### src/rtl/tdm_mux_pkg.sv
// tdm_mux_pkg: shared state encoding and defaults for the TDM channel multiplexer.
package tdm_mux_pkg;

    typedef enum logic [1:0] {
        IDLE   = 2'd0,
        SAMPLE = 2'd1,
        HOLD   = 2'd2,
        DWELL  = 2'd3
    } state_e;

    localparam int unsigned DEFAULT_DWELL = 4;

endpackage

### src/rtl/rr_next_ch.sv
// rr_next_ch: next set bit of mask strictly above cur, wrapping to the lowest set bit.
module rr_next_ch #(
    parameter int NUM_CH = 16,
    localparam int SEL_W = $clog2(NUM_CH)
) (
    input  logic [NUM_CH-1:0] mask_i,
    input  logic [SEL_W-1:0]  cur_i,
    output logic [SEL_W-1:0]  next_o,
    output logic              wrap_o,
    output logic              any_o
);

    logic [SEL_W-1:0] lo;
    logic [SEL_W-1:0] hi;
    logic             found;

    // Descending scan so the last hit is the lowest qualifying index.
    always_comb begin
        lo    = '0;
        hi    = '0;
        found = 1'b0;
        for (int i = NUM_CH - 1; i >= 0; i--) begin
            if (mask_i[i]) lo = SEL_W'(i);
            if (mask_i[i] && i > int'(cur_i)) begin
                hi    = SEL_W'(i);
                found = 1'b1;
            end
        end
        any_o  = |mask_i;
        wrap_o = any_o && !found;
        next_o = found ? hi : (any_o ? lo : cur_i);
    end

endmodule

### src/rtl/tdm_channel_mux.sv
// tdm_channel_mux: registered N:1 channel mux with manual select or round-robin scan,
// emitting tagged samples over a valid/ready handshake.
module tdm_channel_mux
    import tdm_mux_pkg::*;
#(
    parameter int NUM_CH  = 16,
    parameter int DATA_W  = 8,
    parameter int DWELL_W = 8,
    localparam int SEL_W  = $clog2(NUM_CH)
) (
    input  logic                     clk,
    input  logic                     rst_n,
    input  logic                     en,
    input  logic                     mode,
    input  logic [SEL_W-1:0]         sel_in,
    input  logic [NUM_CH-1:0]        ch_mask,
    input  logic [DWELL_W-1:0]       dwell,
    input  logic [NUM_CH*DATA_W-1:0] din,
    output logic [DATA_W-1:0]        dout,
    output logic [SEL_W-1:0]         dout_ch,
    output logic                     dout_valid,
    input  logic                     dout_ready,
    output logic                     scan_wrap
);

    state_e             state_q, state_d;
    logic [SEL_W-1:0]   cur_ch_q, cur_ch_d;
    logic [DWELL_W-1:0] cnt_q, cnt_d;
    logic [DATA_W-1:0]  dout_q, dout_d;
    logic [SEL_W-1:0]   dout_ch_q, dout_ch_d;
    logic               valid_q, valid_d;
    logic               wrap_q, wrap_d;
    logic [SEL_W-1:0]   sel_ch, smp_ch, rr_cur, rr_next;
    logic               rr_wrap, rr_any, hs;

    assign sel_ch = (int'(sel_in) < NUM_CH) ? sel_in : '0;
    assign smp_ch = mode ? cur_ch_q : sel_ch;
    // From IDLE, asking for the successor of the top index yields the lowest set bit.
    assign rr_cur = (state_q == IDLE) ? SEL_W'(NUM_CH - 1) : cur_ch_q;
    assign hs     = valid_q && dout_ready;

    rr_next_ch #(.NUM_CH(NUM_CH)) u_rr (
        .mask_i (ch_mask),
        .cur_i  (rr_cur),
        .next_o (rr_next),
        .wrap_o (rr_wrap),
        .any_o  (rr_any)
    );

    always_comb begin
        state_d   = state_q;
        cur_ch_d  = cur_ch_q;
        cnt_d     = cnt_q;
        dout_d    = dout_q;
        dout_ch_d = dout_ch_q;
        valid_d   = valid_q;
        wrap_d    = 1'b0;
        case (state_q)
            IDLE: begin
                valid_d = 1'b0;
                if (en && mode && !rr_any) begin
                    state_d = DWELL;
                    cnt_d   = DWELL_W'(1);
                end else if (en) begin
                    state_d  = SAMPLE;
                    cur_ch_d = mode ? rr_next : cur_ch_q;
                end
            end
            SAMPLE: begin
                dout_d    = din[smp_ch*DATA_W +: DATA_W];
                dout_ch_d = smp_ch;
                valid_d   = 1'b1;
                state_d   = HOLD;
            end
            HOLD: begin
                if (hs) begin
                    valid_d = 1'b0;
                    if (!en) begin
                        state_d = IDLE;
                    end else if (!mode) begin
                        state_d = SAMPLE;
                    end else if (dwell != '0) begin
                        cnt_d   = dwell;
                        state_d = DWELL;
                    end else if (!rr_any) begin
                        cnt_d   = DWELL_W'(1);
                        state_d = DWELL;
                    end else begin
                        cur_ch_d = rr_next;
                        wrap_d   = rr_wrap;
                        state_d  = SAMPLE;
                    end
                end
            end
            DWELL: begin
                // An empty scan mask parks here at count 1 until a channel is enabled.
                if (!en) begin
                    state_d = IDLE;
                end else if (cnt_q > DWELL_W'(1)) begin
                    cnt_d = cnt_q - DWELL_W'(1);
                end else if (!mode) begin
                    state_d = SAMPLE;
                end else if (rr_any) begin
                    cur_ch_d = rr_next;
                    wrap_d   = rr_wrap;
                    state_d  = SAMPLE;
                end else begin
                    cnt_d = DWELL_W'(1);
                end
            end
            default: state_d = IDLE;
        endcase
    end

    always_ff @(posedge clk or negedge rst_n) begin
        if (!rst_n) begin
            state_q   <= IDLE;
            cur_ch_q  <= '0;
            cnt_q     <= '0;
            dout_q    <= '0;
            dout_ch_q <= '0;
            valid_q   <= 1'b0;
            wrap_q    <= 1'b0;
        end else begin
            state_q   <= state_d;
            cur_ch_q  <= cur_ch_d;
            cnt_q     <= cnt_d;
            dout_q    <= dout_d;
            dout_ch_q <= dout_ch_d;
            valid_q   <= valid_d;
            wrap_q    <= wrap_d;
        end
    end

    assign dout       = dout_q;
    assign dout_ch    = dout_ch_q;
    assign dout_valid = valid_q;
    assign scan_wrap  = wrap_q;

endmodule

### config.mk
export PLATFORM = sky130hd
export DESIGN_NAME = tdm_channel_mux
export DESIGN_NICKNAME = d
export VERILOG_FILES = /design/src/rtl/tdm_mux_pkg.sv /design/src/rtl/rr_next_ch.sv /design/src/rtl/tdm_channel_mux.sv
export SDC_FILE = /design/constraint.sdc
export NUM_CORES = 1
export LEC_CHECK = 0
export ABC_AREA = 0
export CAP_MARGIN = 10
export CORE_UTILIZATION = 38
export CTS_CLUSTER_SIZE = 16
export DETAILED_ROUTE_END_ITERATION = 7
export PLACE_DENSITY_LB_ADDON = 0.12
export REMOVE_ABC_BUFFERS = 1
export SYNTH_ARGS = -nofsm -noshare
export SYNTH_HDL_FRONTEND = slang
export SYNTH_HIERARCHICAL = 1
export SYNTH_SLANG_ARGS = --single-unit
### constraint.sdc
create_clock -name clk -period 2.4 [get_ports clk]
set_input_delay 0.48 -clock clk [delete_from_list [all_inputs] [get_ports clk]]
set_output_delay 0.48 -clock clk [all_outputs]
set_load 0.01 [all_outputs]
==> summary.md <==
| Metric | Value |
|---|---|
| Outcome | `completed` |
| Final Core Density | `around two thirds` |
| Final Max Slew Viols | `0` |
| Slew HR | `58.83%` |
| DRC violations left | `0` |
| Setup Total Neg Slack | `0 ns` |
| Post-synthesis cell count | `375` |
| First-pass GRT wire length | `19240 um` |
| R2r setup slk | `0.02 ns` |
| Multi-input gate area | `approximately 2600 sq um` |
| Die X-Extent | `around 99 um` |
| Syn avg cell area | `approximately 9.5 sq um` |
| Detailed Routing Iterations Pass 1 | `4` |
| DR vias | `around 4000` |
| Clock root cell | `clkbuf_8` |
| Grt ovf | `0` |
| Main synth FF type | `dfrtp_1` |
| Worst-path cell chain | `inv_2 > ha_4 > or2_4 > buf_4 > a21oi_1 > o22ai_2 > and4b_2 > a31o_2 > o32a_1 > mux2_4` |
| Share of cells above drive strength 1 | `roughly a quarter` |
| Area growth from synthesis to final layout | `69.50%` |
| Ant. Diodes | `0` |
| Post-route minimum period | `~2.4 ns` |
| Post-DRT Antenna Nets | `0` |
| Routability-driven placement congestion ratio | `between 0.8 and 0.9` |
| Routed wl met2 | `6022 um` |
| Async set-or-reset flop fraction in the synthesized netlist | `100.0%` |
| Die ar. | `slightly below 10000 sq um` |
| # setup viols final | `0` |
| Chip Height | `98.58 um` |
| # placed instances | `approximately 700` |
| Worst hold path class | `flop to flop` |
| Vias in the first global route | `between 4000 and 5000` |
| Clk sinks | `28` |
| Crit end category | `flop` |
| Worst Path Required | `~2.6 ns` |
| Number of enable flip-flop cells after synthesis | `0` |
| # hold bufs at CTS | `0` |
| Leakage power | `2.557 nW` |
| DR iter-0 viols | `about 190` |
| Nets@finish | `768` |
| TritonCTS Buffers | `3` |
| Peak VDD IR | `0.4214 mV` |
| Worst r2r path cells | `10` |
| Post-DP HPWL | `approximately 9600 um` |
| CTS H-Tree Depth | `1` |
| GRT Overall Usage | `between 20% and 30%` |
| Pwr dens | `about 950 nW/um^2` |
| Non-filler instance count after layout | `~710` |
| Hold_sp | `dout_ch[3]` |
| Starting Density | `approximately 40%` |
| Layout Skew | `0.004286 ns` |
| Maximum fanout along the worst path | `8` |
| Fin area | `between 6000 and 7000 sq um` |
| Worst Tran Pin Value | `just over 0.6 ns` |
| Unrepaired setup endpoints after global routing | `yes` |
| RR Endpoint | `cur_ch_q[0]` |
| Period utilization | `between 90% and 100%` |
| CTS max path bufs | `2` |
| CTS tree | `done` |
| Fill cells | `730` |
| Site Rows | `34` |
| Crit path largest cell delay | `around 0.4 ns` |
| Core Box Area | `8891 sq um` |
| WHS | `a little over 0.5 ns` |
| Met1 Routed Length | `just under 5000 um` |
| Critical path type | `flop to flop` |
| WP buf/inv | `2` |
| CP Launch Point | `state_q[1]` |
| Yosys warning total | `6` |
| Fin worst setup slack | `roughly 0.024 ns` |
| Peak Freq | `approximately 0.42 GHz` |
| I/O pins | `about 180` |
| Sequential fraction of the synthesis area | `just under 20%` |
| CP max stage cell | `dfrtp_1` |
| Startpoint Class | `flop` |
| Vias/cell | `about 5.5` |
| Fin. Hold Viols | `0` |
| Count of cell types in the netlist | `79` |
| Clock slew at reported path FFs | `around 0.11 ns` |
| Max-Cap Viols | `0` |
| Max Used Layer | `met4` |
| #FFs+latches synth | `28` |
| Hold Path End | `dout_ch[3]` |
| Pre-CTS setup slack | `-0.4690 ns` |
| Antenna violations before repair | `0` |
| CP delay by family, top | `compound AO/OA/AOI/OAI gates` |
| Largest net degree at the start of global routing | `29` |
| Post-placement cell area | `5746 sq um` |
| Drt total wl | `11750 um` |
| Area of the mapped netlist | `roughly 3500 sq um` |
| Worst-skew pair later-pin latency | `roughly 0.28 ns` |
| Design Power | `~5.7 mW` |
| Hold path depth | `1` |
| Sequential Area | `between 700 and 800 sq um` |
| Arr. time, crit path | `roughly 2.6 ns` |
| RR Startpoint | `state_q[1]` |
| WL met3 | `just under 600 um` |
| Routed WL per cell | `between 15 and 20 um` |
| Port bufs | `174` |
[cell type report]
class	count	area share, %
repair buffers	246	39.65
flip-flops and latches	28	11.66
clock buffers	3	0.6872
multi-input cells	303	44.07
clock inverters	1	0.4998
well taps	108	2.249
inverters	19	1.187
[worst register-to-register path, delay by kind of cell, from the launching register on]
kind                     cells  cell delay (ns)
buffers and inverters        2             0.23
multiplexers                 1             0.27
flip-flops                   1             0.39
AO/OA/AOI/OAI                4             0.65
adder cells (fa/ha/maj)      1             0.17
AND/OR/NAND/NOR              2             0.57
[what timing repair did]
action | CTS | global route
endpoints found under the setup margin | 13 | 21
buffers inserted | 5 | 3
gates resized for setup | 12 | 22
pin swaps | 5 | 10
[routing by layer]
metal | vias up | GRT usage (%)
li1 | 1909 | -
met1 | 1786 | 29.53
met2 | 172 | 45.50
met3 | 20 | 3.050
met4 | 0 | 6.774
met5 | - | 0
[worst max path at each step]
stage	endpoint	slack, ns	depth (start not counted)
3_5_place_dp	cnt_q[5]	-0.47	8
4_1_cts	cur_ch_q[0]	0.002	10
3_3_place_gp	cnt_q[5]	-0.40	8
5_1_grt	cur_ch_q[0]	-0.08	10
2_1_floorplan	dout[0]	-0.14	5
6_report	cur_ch_q[0]	0.02	10
[kinds of logic after synthesis]
kind of cell | count (synthesis) | synth area share [%]
simple gates | 113 | 18.18
mux | 65 | 24.99
compound gates | 118 | 26.16
flops | 28 | 19.77
xor+xnor | 1 | 0.2471
fa+ha+maj | 6 | 2.118
buf+inv | 44 | 8.542
[cells in the mapped netlist, types with 8 or more instances]
cell / n / area (sq um)
nand3_1: 10 / 50.05
a22oi_2: 8 / 100.1
nand2_1: 25 / 93.84
nor2b_1: 9 / 56.30
a221oi_1: 10 / 87.58
dfrtp_1: 28 / 700.7
a21oi_1: 19 / 95.09
o21ai_0: 11 / 55.05
mux4_2: 16 / 360.4
a22oi_1: 11 / 82.58
buf_6: 9 / 101.4
mux2i_1: 41 / 410.4
nor2_1: 28 / 105.1
inv_1: 17 / 63.81
[report_power, final]
part | internal, mW | total [mW] | switching [mW] | leakage [nW]
Sequential | 0.690 | 0.861 | 0.170 | 0.335
Clock | 0.224 | 0.389 | 0.165 | 0.0357
Combinational | 2.38 | 4.44 | 2.07 | 2.19
[sequential cells by signal, indices dropped and copies added (netlist names)]
signal      flops
state_q         2
dout            8
cnt_q           8
scan_wrap       1
cur_ch_q        4
dout_valid      1
dout_ch         4
[placed cells by master, fill, tap and decap left out, drive strengths merged, types with 5 or more instances in the layout]
cell type,Yosys,layout
mux2,5,5
nand3,11,11
mux2i,44,44
a21oi,19,19
clkdlybuf4s50,0,169
a221oi,10,10
dfrtp,28,28
mux4,16,16
nor2,29,29
nor2b,10,10
nor4,8,8
inv,19,19
a31oi,5,5
buf,23,72
nand2,25,25
a22oi,19,19
ha,6,6
o21ai,13,13
a21boi,5,5
Power figures use the tool's default switching activity.
